## src/rtl/sumador_restador_serial_if.sv

```systemverilog
// Handshake and data bundle for the digit-serial adder/subtractor.
// The master side issues requests; the slave side is the arithmetic unit.
interface sumador_restador_serial_if #(
   parameter int N = 32
) ();
   logic         start;
   logic         op;
   logic [N-1:0] a;
   logic [N-1:0] b;
   logic         ci;
   logic         busy;
   logic         done;
   logic [N-1:0] result;
   logic         co;
   logic         n_flag;
   logic         z_flag;
   logic         v_flag;

   modport master (
      output start, op, a, b, ci,
      input  busy, done, result, co, n_flag, z_flag, v_flag
   );

   modport slave (
      input  start, op, a, b, ci,
      output busy, done, result, co, n_flag, z_flag, v_flag
   );
endinterface

```

## src/rtl/sumador_restador_serial.sv

```systemverilog
// Digit-serial adder/subtractor: one D-bit digit per clock, LSB digit first.
// Subtraction is a + ~b + ~ci, and the carry-out is inverted so that
// co reads as a borrow. Result and flags change only on the completion edge.
module sumador_restador_serial #(
   parameter int N = 32,
   parameter int D = 4
) (
   input  logic                        clk,
   input  logic                        rst_n,
   sumador_restador_serial_if.slave    bus
);
   localparam int NDIG = N / D;
   localparam int CW   = (NDIG > 1) ? $clog2(NDIG) : 1;
   localparam logic [CW-1:0] LAST_DIG = CW'(NDIG - 1);

   typedef enum logic [1:0] {
      IDLE = 2'd0,
      RUN  = 2'd1,
      DONE = 2'd2
   } state_t;

   state_t        state_r, state_s;
   logic          accept_s;
   logic          last_s;
   logic          complete_s;
   logic [D:0]    digit_s;
   logic [N-1:0]  acc_next_s;

   logic [N-1:0]  a_r, b_r, acc_r;
   logic [CW-1:0] cnt_r;
   logic          carry_r, op_r, a_msb_r, b_msb_r;
   logic          busy_r, done_r, co_r, n_r, z_r, v_r;
   logic [N-1:0]  result_r;

   // Signed overflow from the operand sign bits and the result sign bit.
   function automatic logic overflow(input logic sub, input logic sa,
                                     input logic sb, input logic sr);
      if (sub) begin
         return (sa != sb) && (sr != sa);
      end else begin
         return (sa == sb) && (sr != sa);
      end
   endfunction

   assign last_s     = (cnt_r == LAST_DIG);
   assign complete_s = (state_r == RUN) && last_s;

   // One digit of the carry chain; B is inverted for subtraction.
   assign digit_s = {1'b0, a_r[D-1:0]}
                  + {1'b0, b_r[D-1:0] ^ {D{op_r}}}
                  + {{D{1'b0}}, carry_r};

   // New digit enters at the top of the accumulator, older digits move down.
   assign acc_next_s = (acc_r >> D) | (N'(digit_s[D-1:0]) << (N - D));

   // State register.
   always_ff @(posedge clk or negedge rst_n) begin
      if (!rst_n) begin
         state_r <= IDLE;
      end else begin
         state_r <= state_s;
      end
   end

   // Next-state decode and start acceptance.
   always_comb begin
      state_s  = state_r;
      accept_s = 1'b0;
      case (state_r)
         IDLE: begin
            if (bus.start) begin
               accept_s = 1'b1;
               state_s  = RUN;
            end else begin
               state_s  = IDLE;
            end
         end
         RUN: begin
            if (last_s) begin
               state_s = DONE;
            end else begin
               state_s = RUN;
            end
         end
         DONE: begin
            if (bus.start) begin
               accept_s = 1'b1;
               state_s  = RUN;
            end else begin
               state_s  = IDLE;
            end
         end
         default: begin
            state_s = IDLE;
         end
      endcase
   end

   // Operand capture and per-digit shifting of the working registers.
   always_ff @(posedge clk or negedge rst_n) begin
      if (!rst_n) begin
         a_r     <= {N{1'b0}};
         b_r     <= {N{1'b0}};
         acc_r   <= {N{1'b0}};
         cnt_r   <= {CW{1'b0}};
         carry_r <= 1'b0;
         op_r    <= 1'b0;
         a_msb_r <= 1'b0;
         b_msb_r <= 1'b0;
      end else if (accept_s) begin
         a_r     <= bus.a;
         b_r     <= bus.b;
         acc_r   <= {N{1'b0}};
         cnt_r   <= {CW{1'b0}};
         carry_r <= bus.op ? ~bus.ci : bus.ci;
         op_r    <= bus.op;
         a_msb_r <= bus.a[N-1];
         b_msb_r <= bus.b[N-1];
      end else if (state_r == RUN) begin
         a_r     <= a_r >> D;
         b_r     <= b_r >> D;
         acc_r   <= acc_next_s;
         cnt_r   <= cnt_r + {{(CW-1){1'b0}}, 1'b1};
         carry_r <= digit_s[D];
      end
   end

   // Registered handshake outputs, result and flags (result only on completion).
   always_ff @(posedge clk or negedge rst_n) begin
      if (!rst_n) begin
         busy_r   <= 1'b0;
         done_r   <= 1'b0;
         result_r <= {N{1'b0}};
         co_r     <= 1'b0;
         n_r      <= 1'b0;
         z_r      <= 1'b0;
         v_r      <= 1'b0;
      end else begin
         busy_r <= (state_s == RUN);
         done_r <= (state_s == DONE);
         if (complete_s) begin
            result_r <= acc_next_s;
            co_r     <= op_r ? ~digit_s[D] : digit_s[D];
            n_r      <= acc_next_s[N-1];
            z_r      <= (acc_next_s == {N{1'b0}});
            v_r      <= overflow(op_r, a_msb_r, b_msb_r, acc_next_s[N-1]);
         end
      end
   end

   assign bus.busy   = busy_r;
   assign bus.done   = done_r;
   assign bus.result = result_r;
   assign bus.co     = co_r;
   assign bus.n_flag = n_r;
   assign bus.z_flag = z_r;
   assign bus.v_flag = v_r;
endmodule

```

## src/flat_wrapper.sv

```systemverilog
// flat-port wrapper written by rule: the top's interface ports become plain ports
module sumador_restador_serial_flat 
#(
   parameter int N = 32,
   parameter int D = 4
)
  (clk, rst_n, bus_start, bus_op, bus_a, bus_b, bus_ci, bus_busy, bus_done, bus_result, bus_co, bus_n_flag, bus_z_flag, bus_v_flag);
  sumador_restador_serial_if #(.N(N)) bus_i ();
  input  logic clk;
  input  logic rst_n;
  input wire logic [$bits(bus_i.start)-1:0] bus_start;
  input wire logic [$bits(bus_i.op)-1:0] bus_op;
  input wire logic [$bits(bus_i.a)-1:0] bus_a;
  input wire logic [$bits(bus_i.b)-1:0] bus_b;
  input wire logic [$bits(bus_i.ci)-1:0] bus_ci;
  output wire logic [$bits(bus_i.busy)-1:0] bus_busy;
  output wire logic [$bits(bus_i.done)-1:0] bus_done;
  output wire logic [$bits(bus_i.result)-1:0] bus_result;
  output wire logic [$bits(bus_i.co)-1:0] bus_co;
  output wire logic [$bits(bus_i.n_flag)-1:0] bus_n_flag;
  output wire logic [$bits(bus_i.z_flag)-1:0] bus_z_flag;
  output wire logic [$bits(bus_i.v_flag)-1:0] bus_v_flag;
  assign bus_i.start = bus_start;
  assign bus_i.op = bus_op;
  assign bus_i.a = bus_a;
  assign bus_i.b = bus_b;
  assign bus_i.ci = bus_ci;
  assign bus_busy = bus_i.busy;
  assign bus_done = bus_i.done;
  assign bus_result = bus_i.result;
  assign bus_co = bus_i.co;
  assign bus_n_flag = bus_i.n_flag;
  assign bus_z_flag = bus_i.z_flag;
  assign bus_v_flag = bus_i.v_flag;
  sumador_restador_serial #(.N(N), .D(D)) u_core (.clk(clk), .rst_n(rst_n), .bus(bus_i));
endmodule
```

## config.mk

```make
export PLATFORM = sky130hd
export DESIGN_NAME = sumador_restador_serial_flat
export DESIGN_NICKNAME = d
export VERILOG_FILES = /design/src/rtl/sumador_restador_serial_if.sv /design/src/rtl/sumador_restador_serial.sv /design/src/flat_wrapper.sv
export SDC_FILE = /design/constraint.sdc
export NUM_CORES = 1
export LEC_CHECK = 0
export ABC_AREA = 0
export CORE_UTILIZATION = 40
export DETAILED_ROUTE_END_ITERATION = 12
export DONT_BUFFER_PORTS = 1
export GPL_TIMING_DRIVEN = 0
export SLEW_MARGIN = 20
export SYNTH_ARGS = -nofsm -noshare
export SYNTH_HDL_FRONTEND = slang
export SYNTH_SLANG_ARGS = --single-unit
```

## constraint.sdc

```tcl
create_clock -name clk -period 3.24 [get_ports clk]
set_input_delay 0.972 -clock clk [delete_from_list [all_inputs] [get_ports clk]]
set_output_delay 0.972 -clock clk [all_outputs]
set_load 0.01 [all_outputs]
```

---- After elaboration in Yosys (flattened, before gate mapping) ----
Index checks and enable logic that the tools add are counted.
word-level totals
  flip-flop bits (word level) ............. 143
  output and inout port bits .............. 38
  input port bits ......................... 69
  logic and storage cells ................. 56
cells by class
  multiplexer cells ....................... 18
  bitwise logic cells ..................... 4
  add/subtract/negate cells ............... 3
  eq/ne operators ......................... 8
  reduce and logical (&&, ||, !) cells .... 7
operators with widths
  kind                 number
  $mux 32              6
  $logic_not 32->1     1
  $or 28x32->32        1
  $mux 1               8
  $mux 3               2
  $add 4x4->5          1
  $add 5x1->5          1
  $eq 2x1->1 const B   2
  $eq 2x2->1 const B   2
  $pmux 2 s2           1
  $xor 4x4->4          1
  $add 3x1->3 const B  1
  $eq 3x3->1 const B   1
  $logic_and 1x1->1    3
  $logic_not 2->1      1
  $mux 2               1
  $ne 1x1->1           2
  $not 1->1            2
  $reduce_bool 2->1    1
  $reduce_or 2->1      1
  $eq 1x1->1           1

---- Longest topological paths before layout ----
Gate-level depths: netlist (run 1).
  depth after elaboration ................. 7
  mapped depth ............................ 9
  mapped depth without buffers ............ 8

---- Worst setup path before layout (run 1) ----
OpenSTA, ideal clock, no wires.
  kind .................................... register to register
  start ................................... register u_core.op_r
  end ..................................... register u_core.z_r, in the netlist u_core.bus.z_flag
  required time ........................... 3119 ps
  setup time .............................. 121 ps
  data arrival time ....................... 2057 ps
  clock period less this slack ............ 2178 ps
  buffers on the path ..................... 1
  stages on the path, launching flop included .. 10
  path slack .............................. 1062 ps
  cell sequence ........................... dfrtp_1 > buf_2 > xor2_1 > fa_1 > inv_1 > fa_1 > nor4b_1 > nand4_1 > nor3_1 > a22o_1
on the way
  word-level cells in the longest chain between the ends .. 5
RTL lines
  element                   line                            text
  start: declaration        sumador_restador_serial.sv:31   logic carry_r, op_r, a_msb_r, b_msb_r;
  start signal: assignment  sumador_restador_serial.sv:116  op_r <= bus.op;
  $xor 4x4->4               sumador_restador_serial.sv:50   + {1'b0, b_r[D-1:0] ^ {D{op_r}}}
  $add 4x4->5               sumador_restador_serial.sv:50
  $add 5x1->5               sumador_restador_serial.sv:51   + {{D{1'b0}}, carry_r};
  $or 28x32->32             sumador_restador_serial.sv:54   assign acc_next_s = (acc_r >> D) | (N'(digit_s[D-1:0]) << (N - D));
  $logic_not 32->1          sumador_restador_serial.sv:145  z_r <= (acc_next_s == {N{1'b0}});
  end signal: assignment    sumador_restador_serial.sv:145
  end: declaration          sumador_restador_serial.sv:32   logic busy_r, done_r, co_r, n_r, z_r, v_r;
No other way between the ends.
A chain may end at the register's enable or synchronous reset.

---- Final worst setup path (run 1) ----
Same ends and word-level chain as after synthesis.

==> metrics.md, run 1 <==
| Metric | Value |
|---|---|
| FMAX | `416 MHz` |
| Yosys cell types | `35` |
| Synth Net Count | `615` |
| Worst vdd ir | `0.421 mV` |
| GRT Total Usage | `0.193` |
| Skew final | `0.00665 ns` |
| RR Endpoint | `u_core.bus.z_flag` |
| Post-detailed-route wirelength per cell | `17.1 um` |
| Syn Area/Cell | `10.4 sq um` |
| Setup slack after layout | `0.836 ns` |
| Status | `complete, no violations` |
| # H-tree levels | `4` |
| Clk pin slew, worst setup/hold paths | `0.06 ns` |
| Cell area power density | `1180 nW/um^2` |
| Remaining global-route overflow | `0` |
| Site Rows | `42` |
| 1st-iter DRT viols | `241` |
| Post-DP Area | `5830 sq um` |
| Final Instance Area | `6440 sq um` |
| Final Hold Vio Count | `0` |
| Cell chain of the critical path | `buf_2 > xor2_1 > fa_1 > inv_1 > fa_1 > nor4b_1 > nand4_1 > nor3_1 > a22o_1` |
| RePlAce Congestion | `0.798` |
| Startpoint types | `register` |
| Final period util | `0.742` |
| Worst-skew pair later-pin latency | `0.42 ns` |
| Cell count after synthesis | `539` |
| Max-slew violations | `0` |
| Total CTS buffers | `17` |
| Synth top area cells | `dfrtp_1, nand2_1, a22oi_1, a22o_1, buf_2` |
| Worst path slowest cell | `fa_1` |
| Number of global-route vias before repair | `4,166` |
| Relative slew slack | `0.684` |
| Final setup violation count | `0` |
| Global-route wire length before repair | `21.3 mm` |
| Tmin final | `2.40 ns` |
| Max-cap violations | `0` |
| Yosys top cell area share | `0.615` |
| Area grow syn2layout | `14.8%` |
| RSZ-0062 raised after global routing | `no` |
| Via count | `3,971` |
| Via density | `5.32` |
| Post-synthesis sequential area ratio | `0.615` |
| Post-detail-place hpwl | `8.77 mm` |
| Yosys reg bits | `138` |
| DRC violations left | `0` |
| Total Routed Length | `12.8 mm` |
| P_leak | `0.00317 uW` |
| Top Ports | `107` |
| Initial core utilization | `0.417` |
| DRT Pass-1 Iters | `4` |
| CP endpoint kind | `register` |
| Dominant cell type by area after synthesis | `dfrtp_1` |
| CP max stage delay | `0.58 ns` |
| Worst setup path category | `reg -> reg` |
| Worst Tran Pin Value | `0.474 ns` |
| Crit-path most repeated cell | `fa_1` |
| Clk sinks | `138` |
| CTS resizes | `0` |
| Mapped Area | `5610 sq um` |
| Placement Setup Slack | `0.829 ns` |
| Critical-path maximum fanout | `8` |
| IO Port Bufs | `0` |
| Synth Warn # | `0` |
| R2R depth | `9` |
| Initial antenna violation count | `0` |
| CTS tree | `done` |
| N_diodes | `0` |
| Final nets | `634` |
| Die Y | `120 um` |
| Clock Path Buffers | `2` |
| Worst Hold Class | `in -> async` |
| Reg2Reg Setup Slack | `0.84 ns` |
| CTS Hold Bufs | `0` |
| WHS | `0.260 ns` |
| Root buf cell | `clkbuf_16` |
| Fill cell count | `1,289` |
| Setup TNS | `0 ns` |
| Critical Path RT | `3.59 ns` |
| Core Box Area | `13,500 sq um` |
| Largest net degree at the start of global routing | `139` |
| Routed Antenna Nets | `0` |
| Die Area | `14,500 sq um` |
| R2R Path Start | `u_core.op_r` |
| Die X | `120 um` |
| Worst endpoint data arrival time | `2.76 ns` |
| Layout cell share with drive strength beyond 1 | `0.0946` |
| Post-CTS Setup Bufs | `0` |
==> state kept, by name (all words and copies together) (netlist names) <==
signal,cells
u_core.cnt_r,3
u_core.acc_r,28
u_core.bus.busy,1
u_core.bus.n_flag,1
u_core.bus.co,1
u_core.bus.z_flag,1
u_core.bus.result,31
u_core.bus.v_flag,1
u_core.b_r,32
u_core.op_r,1
u_core.state_r,2
u_core.a_r,32
u_core.bus.done,1
u_core.b_msb_r,1
u_core.a_msb_r,1
u_core.carry_r,1
==> worst max-delay path by stage <==
| stage | start | to | slack [ns] | cells after the start |
|---|---|---|---|---|
| finish | u_core.op_r | u_core.bus.z_flag | 0.84 | 9 |
| global route | u_core.op_r | u_core.bus.z_flag | 0.64 | 9 |
| CTS | u_core.op_r | u_core.bus.z_flag | 0.83 | 9 |
| detailed placement | u_core.op_r | u_core.bus.z_flag | 0.83 | 9 |
| global placement | u_core.op_r | u_core.bus.z_flag | 0.84 | 9 |
| floorplan | u_core.op_r | u_core.bus.z_flag | 1.06 | 9 |
==> power by group <==
group | switching (uW) | internal (uW) | total [uW]
logic | 1420 | 1020 | 2440
registers | 671 | 2520 | 3190
clock network | 714 | 1230 | 1950
total | 2800 | 4780 | 7580
==> critical path, delay by kind of cell (launching register included) <==
kind                     cells  cell delay (ns)
AO/OA/AOI/OAI                1             0.15
XOR/XNOR                     1             0.22
adder cells (fa/ha/maj)      2             0.81
buffers and inverters        2             0.23
flip-flops                   1             0.35
AND/OR/NAND/NOR              3             0.58
==> through the flow <==
step	cells	util	power (uW)
2_1_floorplan	539	-	4940
3_3_place_gp	715	0.434	5570
3_5_place_dp	715	0.434	5670
4_1_cts	747	0.479	7670
5_1_grt	747	0.479	8170
6_report	747	0.479	7580
==> cell usage in the layout, fill, tap and decap left out, drive strengths merged, types with 6 or more instances in the layout <==
cell    count
nand2     207
inv         7
a22o       36
dfrtp     138
a22oi      55
nor4        6
xor2        7
o21ai       8
clkbuf     37
buf        22
==> per-layer routing <==
layer	wire, um	vias up	global-route usage
li1	-	1888	-
met1	5660	1950	0.250
met2	5930	113	0.290
met3	947	20	0.0698
met4	237	0	0.0841
met5	0	-	0
==> layout make-up <==
class	instances	area (sq um)	share of cell area
Tap cell	176	220	0.0342
Buffer	37	168	0.0260
Clock buffer	22	494	0.0767
Inverter	7	26.3	0.00408
Clock inverter	10	115	0.0179
Sequential cell	138	3450	0.536
Multi-Input combinational cell	357	1960	0.305
==> cell families after synthesis <==
group	after synthesis	synth area share
AOI/OAI and AO/OA	110	0.151
muxes	3	0.00602
and+or+nand+nor	230	0.164
buffers and inverters	44	0.0346
xor gates and xnor gates	7	0.0109
DFF	138	0.615
adders and majority gates	7	0.0183
==> synthesized netlist by cell type <==
cell type  number
a22o_1         36
clkbuf_1       15
or2_1           1
fa_1            2
buf_4           2
nor2b_1         3
a22oi_1        55
nor4_1          6
nor4b_1         1
nand3_1         1
xor2_1          7
a21oi_1         3
a221o_1         2
a21boi_0        1
and3_4          1
buf_1           3
nor3b_1         1
or4_1           1
mux2_1          3
inv_1           5
inv_2           2
o21ai_1         5
nand2b_1        1
ha_1            5
nor3_1          2
o21bai_1        2
o211ai_1        1
nand4_1         2
o21ai_0         3
dfrtp_1       138
nor2_1          3
o31ai_1         1
nand2_1       207
a31oi_1         1
buf_2          17
Note: power is estimated with default switching activity, not from simulation.
==> run 2: changes to the inputs <==
==> constraint.sdc (replaced) <==
create_clock -name clk -period 2.35 [get_ports clk]
set_input_delay 0.705 -clock clk [delete_from_list [all_inputs] [get_ports clk]]
set_output_delay 0.705 -clock clk [all_outputs]
set_load 0.01 [all_outputs]
==> run 2 against run 1 <==
Compared with the run above: the run now ends with negative hold slack left; critical endpoint unchanged; non-clock buffer count grew 1; global-route usage about the same; core utilization is 0.40 points higher; combinational power up 47%; via count barely moved; sequential power is 39% higher; hold slack got worse by 0.27 ns; worst setup slack worse by 0.76 ns; final cell count rose by 0.13%.
==> metrics.md, run 2 (synthesized netlist as in run 1, its figures left out) <==
| Metric | Value |
|---|---|
| Layout cell share with drive strength beyond 1 | `0.108 (was 0.0946)` |
| Critical-path maximum fanout | `8 (unchanged)` |
| Die X | `120 um (unchanged)` |
| P_leak | `0.00318 uW (was 0.00317 uW)` |
| Cell area power density | `1640 nW/um^2 (was 1180 nW/um^2)` |
| Worst setup path endpoint | `u_core.bus.z_flag (unchanged)` |
| Reg2Reg Setup Slack | `0.08 ns (was 0.84 ns)` |
| Via density | `5.31 (was 5.32)` |
| WHS | `-0.00704 ns (was 0.260 ns)` |
| IO Port Bufs | `0 (unchanged)` |
| Clock Path Buffers | `2 (unchanged)` |
| Tmin final | `2.27 ns (was 2.40 ns)` |
| Via count | `3,973 (was 3,971)` |
| Worst-skew pair later-pin latency | `0.42 ns (about the same)` |
| Final setup violation count | `0 (unchanged)` |
| Worst Tran Pin Value | `0.476 ns (was 0.474 ns)` |
| FF+latch area | `3450 sq um (unchanged)` |
| 1st-iter DRT viols | `240 (was 241)` |
| Status | `finished, violations left (was complete, no violations)` |
| Worst endpoint data arrival time | `2.62 ns (was 2.76 ns)` |
| Skew final | `0.00742 ns (was 0.00665 ns)` |
| Multi-input gate area | `2010 sq um (was 1960 sq um)` |
| Top Ports | `107 (unchanged)` |
| DRT Pass-1 Iters | `5 (was 4)` |
| Startpoint types | `register (unchanged)` |
| GRT Total Usage | `0.193 (about the same)` |
| R2R depth | `9 (unchanged)` |
| Final nets | `635 (was 634)` |
| RR Endpoint | `u_core.bus.z_flag (unchanged)` |
| Global-route wire length before repair | `21.3 mm (about the same)` |
| CP Launch Point | `u_core.op_r (unchanged)` |
| Initial core utilization | `0.417 (unchanged)` |
| RePlAce Congestion | `0.798 (unchanged)` |
| Clk pin slew, worst setup/hold paths | `0.06 ns (about the same)` |
| CTS tree | `done (unchanged)` |
| Remaining global-route overflow | `0 (unchanged)` |
| Critical Path RT | `2.70 ns (was 3.59 ns)` |
| Worst setup path category | `reg -> reg (unchanged)` |
| # H-tree levels | `4 (unchanged)` |
| Post-detail-place hpwl | `8.77 mm (unchanged)` |
| Relative slew slack | `0.682 (was 0.684)` |
| FMAX | `440 MHz (was 416 MHz)` |
| Violated checks | `negative hold slack` |
| Site Rows | `42 (unchanged)` |
| Clk sinks | `138 (unchanged)` |
| DRC violations left | `0 (unchanged)` |
| Final period util | `0.966 (was 0.742)` |
| CP endpoint kind | `register (unchanged)` |
| Root buf cell | `clkbuf_16 (unchanged)` |
| Die Area | `14,500 sq um (unchanged)` |
| Final Hold Vio Count | `5 (was 0)` |
| Max-slew violations | `0 (unchanged)` |
| Core Box Area | `13,500 sq um (unchanged)` |
| Commonest non-fill, non-tap cells in the layout | `nand2_1, dfrtp_1, a22oi_1 (unchanged)` |
| Die Y | `120 um (unchanged)` |
| Total CTS buffers | `17 (unchanged)` |
| Worst vdd ir | `0.583 mV (was 0.421 mV)` |
| N_diodes | `0 (unchanged)` |
| Routed Antenna Nets | `0 (unchanged)` |
| Total Routed Length | `12.9 mm (was 12.8 mm)` |
| Worst Hold Class | `in -> async (unchanged)` |
| R2R Path Start | `u_core.op_r (unchanged)` |
| Initial antenna violation count | `0 (unchanged)` |
| Largest net degree at the start of global routing | `139 (unchanged)` |
| Fill cell count | `1,290 (was 1,289)` |
| Post-detailed-route wirelength per cell | `17.3 um (was 17.1 um)` |
| Area grow syn2layout | `15.7% (was 14.8%)` |
| Max-cap violations | `0 (unchanged)` |
| Most common cell after layout, fill and taps aside | `nand2_1 (unchanged)` |
| Util after Layout | `0.483 (was 0.479)` |
| Number of global-route vias before repair | `4,166 (unchanged)` |
run 2: changes by cell type in the layout (fill, tap and decap cells not counted), sizes merged:
cell	delta
clkbuf	+1
run 2: worst min-delay path by stage:
stage | slack [ns] | endpoint | cells past startpoint | from
5_1_grt | -0.03 | u_core.bus.done | 0 | rst_n
3_3_place_gp | 0.42 | u_core.bus.done | 0 | rst_n
4_1_cts | -0.03 | u_core.bus.result[17] | 0 | rst_n
3_5_place_dp | 0.41 | u_core.bus.done | 0 | rst_n
2_1_floorplan | 0.41 | u_core.a_msb_r | 0 | rst_n
6_report | -0.007 | u_core.bus.done | 0 | rst_n
run 2: layout make-up:
class                      instances  share of cell area
buffer                            37              0.0262
timing repair buffer               1             0.00116
inverter                           7             0.00405
sequential                       138               0.532
clock inverter                    10              0.0177
multi-input combinational        357               0.309
tap                              176              0.0339
clock buffer                      22              0.0761
run 2: worst max-delay path, stage by stage, from the launching register on:
cell,delay [ns]
dfrtp_1,0.35
clkbuf_4,0.18
xor2_2,0.16
fa_2,0.24
inv_1,0.06
fa_2,0.57
nor4b_4,0.20
nand4_1,0.13
nor3_2,0.19
a22o_1,0.14
run 2: power by group:
| part | total (uW) | switching, uW | internal [uW] |
|---|---|---|---|
| Sequential | 4420 | 945 | 3470 |
| Clock | 2680 | 983 | 1700 |
| Combinational | 3580 | 2040 | 1540 |
| Total | 10700 | 3970 | 6710 |
run 2: metrics by stage:
stage	std cells	setup slack, ns	area [sq um]	setup TNS (ns)	total power, uW
after floorplan	539	0.172	5610	0	6810
after CTS	747	0.00955	6460	0	10600
after global placement	715	-0.0518	5830	-0.0518	7670
after detailed placement	715	-0.0606	5830	-0.0606	7820
after global routing	748	-0.0517	6490	-0.0517	11500
final	748	0.0791	6490	0	10700
run 2: what timing repair did:
item,CTS,global route
gates resized for setup,3,7
endpoints found under the setup margin,1,4
endpoints found under the hold margin,138,138
setup buffers,0,1
pin swaps,1,2
run 2: metal layers:
| metal | routed length [um] | global-route usage | vias up |
|---|---|---|---|
| li1 | - | - | 1886 |
| met1 | 5720 | 0.250 | 1953 |
| met2 | 6010 | 0.291 | 115 |
| met3 | 977 | 0.0698 | 19 |
| met4 | 225 | 0.0841 | 0 |
| met5 | 0 | 0 | - |
==> run 3: changes to the inputs <==
--- a/config.mk
+++ b/config.mk
@@ -6,11 +6,11 @@
 export NUM_CORES = 1
 export LEC_CHECK = 0
 export ABC_AREA = 0
+export CORE_MARGIN = 2
 export CORE_UTILIZATION = 40
 export DETAILED_ROUTE_END_ITERATION = 12
 export DONT_BUFFER_PORTS = 1
 export GPL_TIMING_DRIVEN = 0
-export SLEW_MARGIN = 20
 export SYNTH_ARGS = -nofsm -noshare
 export SYNTH_HDL_FRONTEND = slang
 export SYNTH_SLANG_ARGS = --single-unit
==> run 3 against run 2 <==
Compared with the run above: the run still ends with negative hold slack left; clock-buffer cell count is 3 higher; clock skew is 0.0065 ns higher; non-clock buffer count is 2 higher; via count up 0.63%; largest power group unchanged.
==> metrics.md, run 3 (synthesized netlist as in run 1, its figures left out) <==
| Metric | Value |
|---|---|
| Status | `finished, violations left (unchanged)` |
| Violated checks | `negative hold slack (unchanged)` |
| Root buf cell | `clkbuf_16 (unchanged)` |
| Skew final | `0.0139 ns (was 0.00742 ns)` |
| Util after Layout | `0.475 (was 0.483)` |
| P_leak | `0.00320 uW (was 0.00318 uW)` |
| Worst Tran Pin Value | `0.496 ns (was 0.476 ns)` |
| FMAX | `450 MHz (was 440 MHz)` |
| RePlAce Congestion | `0.792 (was 0.798)` |
| Startpoint types | `register (unchanged)` |
| # H-tree levels | `4 (unchanged)` |
| Global-route wire length before repair | `21.3 mm (about the same)` |
| Site Rows | `43 (was 42)` |
| Die Y | `122 um (was 120 um)` |
| Final setup violation count | `0 (unchanged)` |
| Finished Layout Cells | `753 (was 748)` |
| DRT Pass-1 Iters | `4 (was 5)` |
| Cell area power density | `1660 nW/um^2 (was 1640 nW/um^2)` |
| CTS tree | `done (unchanged)` |
| CP endpoint kind | `register (unchanged)` |
| Crit-path most repeated cell | `fa_2 (unchanged)` |
| Fill cell count | `1,347 (was 1,290)` |
| Clock Path Buffers | `2 (unchanged)` |
| Clk pin slew, worst setup/hold paths | `0.06 ns (about the same)` |
| Final Hold Vio Count | `30 (was 5)` |
| Placement Setup Slack | `-0.122 ns (was -0.0606 ns)` |
| Number of global-route vias before repair | `4,132 (was 4,166)` |
| RSZ-0062 raised after global routing | `no` |
| 1st-iter DRT viols | `251 (was 240)` |
| R2R Path Start | `u_core.op_r (unchanged)` |
| Cell chain of the critical path | `buf_6 > xor2_2 > fa_2 > inv_2 > fa_2 > nor4b_4 > nand4_1 > nor3_2 > a22o_1 (was clkbuf_4 > xor2_2 > fa_2 > inv_1 > fa_2 > nor4b_4 > nand4_1 > nor3_2 > a22o_1)` |
| Initial antenna violation count | `0 (unchanged)` |
| GRT Total Usage | `0.186 (was 0.193)` |
| Routed Antenna Nets | `0 (unchanged)` |
| WHS | `-0.00917 ns (was -0.00704 ns)` |
| Worst endpoint data arrival time | `2.58 ns (was 2.62 ns)` |
| IO Port Bufs | `0 (unchanged)` |
| Via density | `5.31 (about the same)` |
| N_diodes | `0 (unchanged)` |
| Final nets | `637 (was 635)` |
| Commonest non-fill, non-tap cells in the layout | `nand2_1, dfrtp_1, a22oi_1 (unchanged)` |
| Total CTS buffers | `17 (unchanged)` |
| Critical-path maximum fanout | `7 (was 8)` |
| Core Box Area | `13,800 sq um (was 13,500 sq um)` |
| Worst Hold Class | `in -> async (unchanged)` |
| R2R depth | `9 (unchanged)` |
| Area grow syn2layout | `16.5% (was 15.7%)` |
| Max-cap violations | `0 (unchanged)` |
| Initial core utilization | `0.407 (was 0.417)` |
| Top Ports | `107 (unchanged)` |
| Layout cell share with drive strength beyond 1 | `0.103 (was 0.108)` |
| Post-detailed-route wirelength per cell | `17.2 um (was 17.3 um)` |
| Worst-skew pair later-pin latency | `0.42 ns (about the same)` |
| Largest net degree at the start of global routing | `139 (unchanged)` |
| Total Routed Length | `13.0 mm (was 12.9 mm)` |
| Worst setup path category | `reg -> reg (unchanged)` |
| Die X | `122 um (was 120 um)` |
| Worst vdd ir | `0.601 mV (was 0.583 mV)` |
| CP max stage delay | `0.62 ns (was 0.57 ns)` |
| Critical Path RT | `2.71 ns (was 2.70 ns)` |
| CP Launch Point | `u_core.op_r (unchanged)` |
| Die Area | `15,000 sq um (was 14,500 sq um)` |
| Tmin final | `2.22 ns (was 2.27 ns)` |
| Setup slack after layout | `0.126 ns (was 0.0791 ns)` |
| Remaining global-route overflow | `0 (unchanged)` |
| Post-detail-place hpwl | `8.88 mm (was 8.77 mm)` |
| Most common cell after layout, fill and taps aside | `nand2_1 (unchanged)` |
| DRC violations left | `0 (unchanged)` |
| Clk sinks | `138 (unchanged)` |
| Worst path slowest cell | `fa_2 (unchanged)` |
| Setup TNS | `0 ns (unchanged)` |
| Final period util | `0.946 (was 0.966)` |
| Max-slew violations | `0 (unchanged)` |
| Via count | `3,998 (was 3,973)` |
| DP Cell Count | `719 (was 715)` |
| Relative slew slack | `0.669 (was 0.682)` |
run 3: critical path, delay by kind of cell (launching register included):
kind,cells,cell delay [ns]
adder cells (fa/ha/maj),2,0.86
AO/OA/AOI/OAI,1,0.13
buffers and inverters,2,0.19
XOR/XNOR,1,0.16
flip-flops,1,0.37
AND/OR/NAND/NOR,3,0.45
run 3: power breakdown:
group | internal [uW] | switching, uW | leakage (uW)
clock | 1880 | 965 | 0.000300
sequential | 3480 | 955 | 0.00175
combinational | 1550 | 2000 | 0.00115
total | 6910 | 3920 | 0.00320
run 3: final cells by class:
class	count	area, sq um	area share
well taps	180	225	0.0345
clock buffers	25	495	0.0758
multi-input cells	357	2000	0.307
clock inverters	6	135	0.0207
inverters	7	26.3	0.00402
plain buffers	37	174	0.0266
repair buffers	3	22.5	0.00345
flip-flops and latches	138	3450	0.528
run 3: through the flow:
step           total power [uW]  instance area (sq um)
2_1_floorplan              6810                   5610
3_3_place_gp               7660                   5840
3_5_place_dp               7840                   5840
4_1_cts                   10800                   6490
5_1_grt                   11600                   6540
6_report                  10800                   6540
run 3: final timing paths:
path / end / slack, ns
setup / recovery: u_core.bus.z_flag / 0.13
hold / removal: u_core.bus.done / -0.009
setup reg to reg: u_core.bus.z_flag / 0.13
hold reg to reg: u_core.a_r[17] / 0.47
max in group asynchronous: u_core.a_r[8] / 2.14
min in group clk: u_core.a_r[21] / 0.41
run 3: layer usage:
layer	up-vias	track usage	wire [um]
met4	0	0.0668	168
met2	117	0.274	6000
met5	-	0	0
met1	1981	0.246	5830
li1	1888	-	-
met3	12	0.0776	974
run 3: what timing repair did:
item / 4_1_cts / 5_1_grt
hold endpoints to repair: 138 / 138
gates resized for setup: 4 / 6
setup buffers: 0 / 3
pin swaps: 1 / 5
endpoints found under the setup margin: 1 / 3
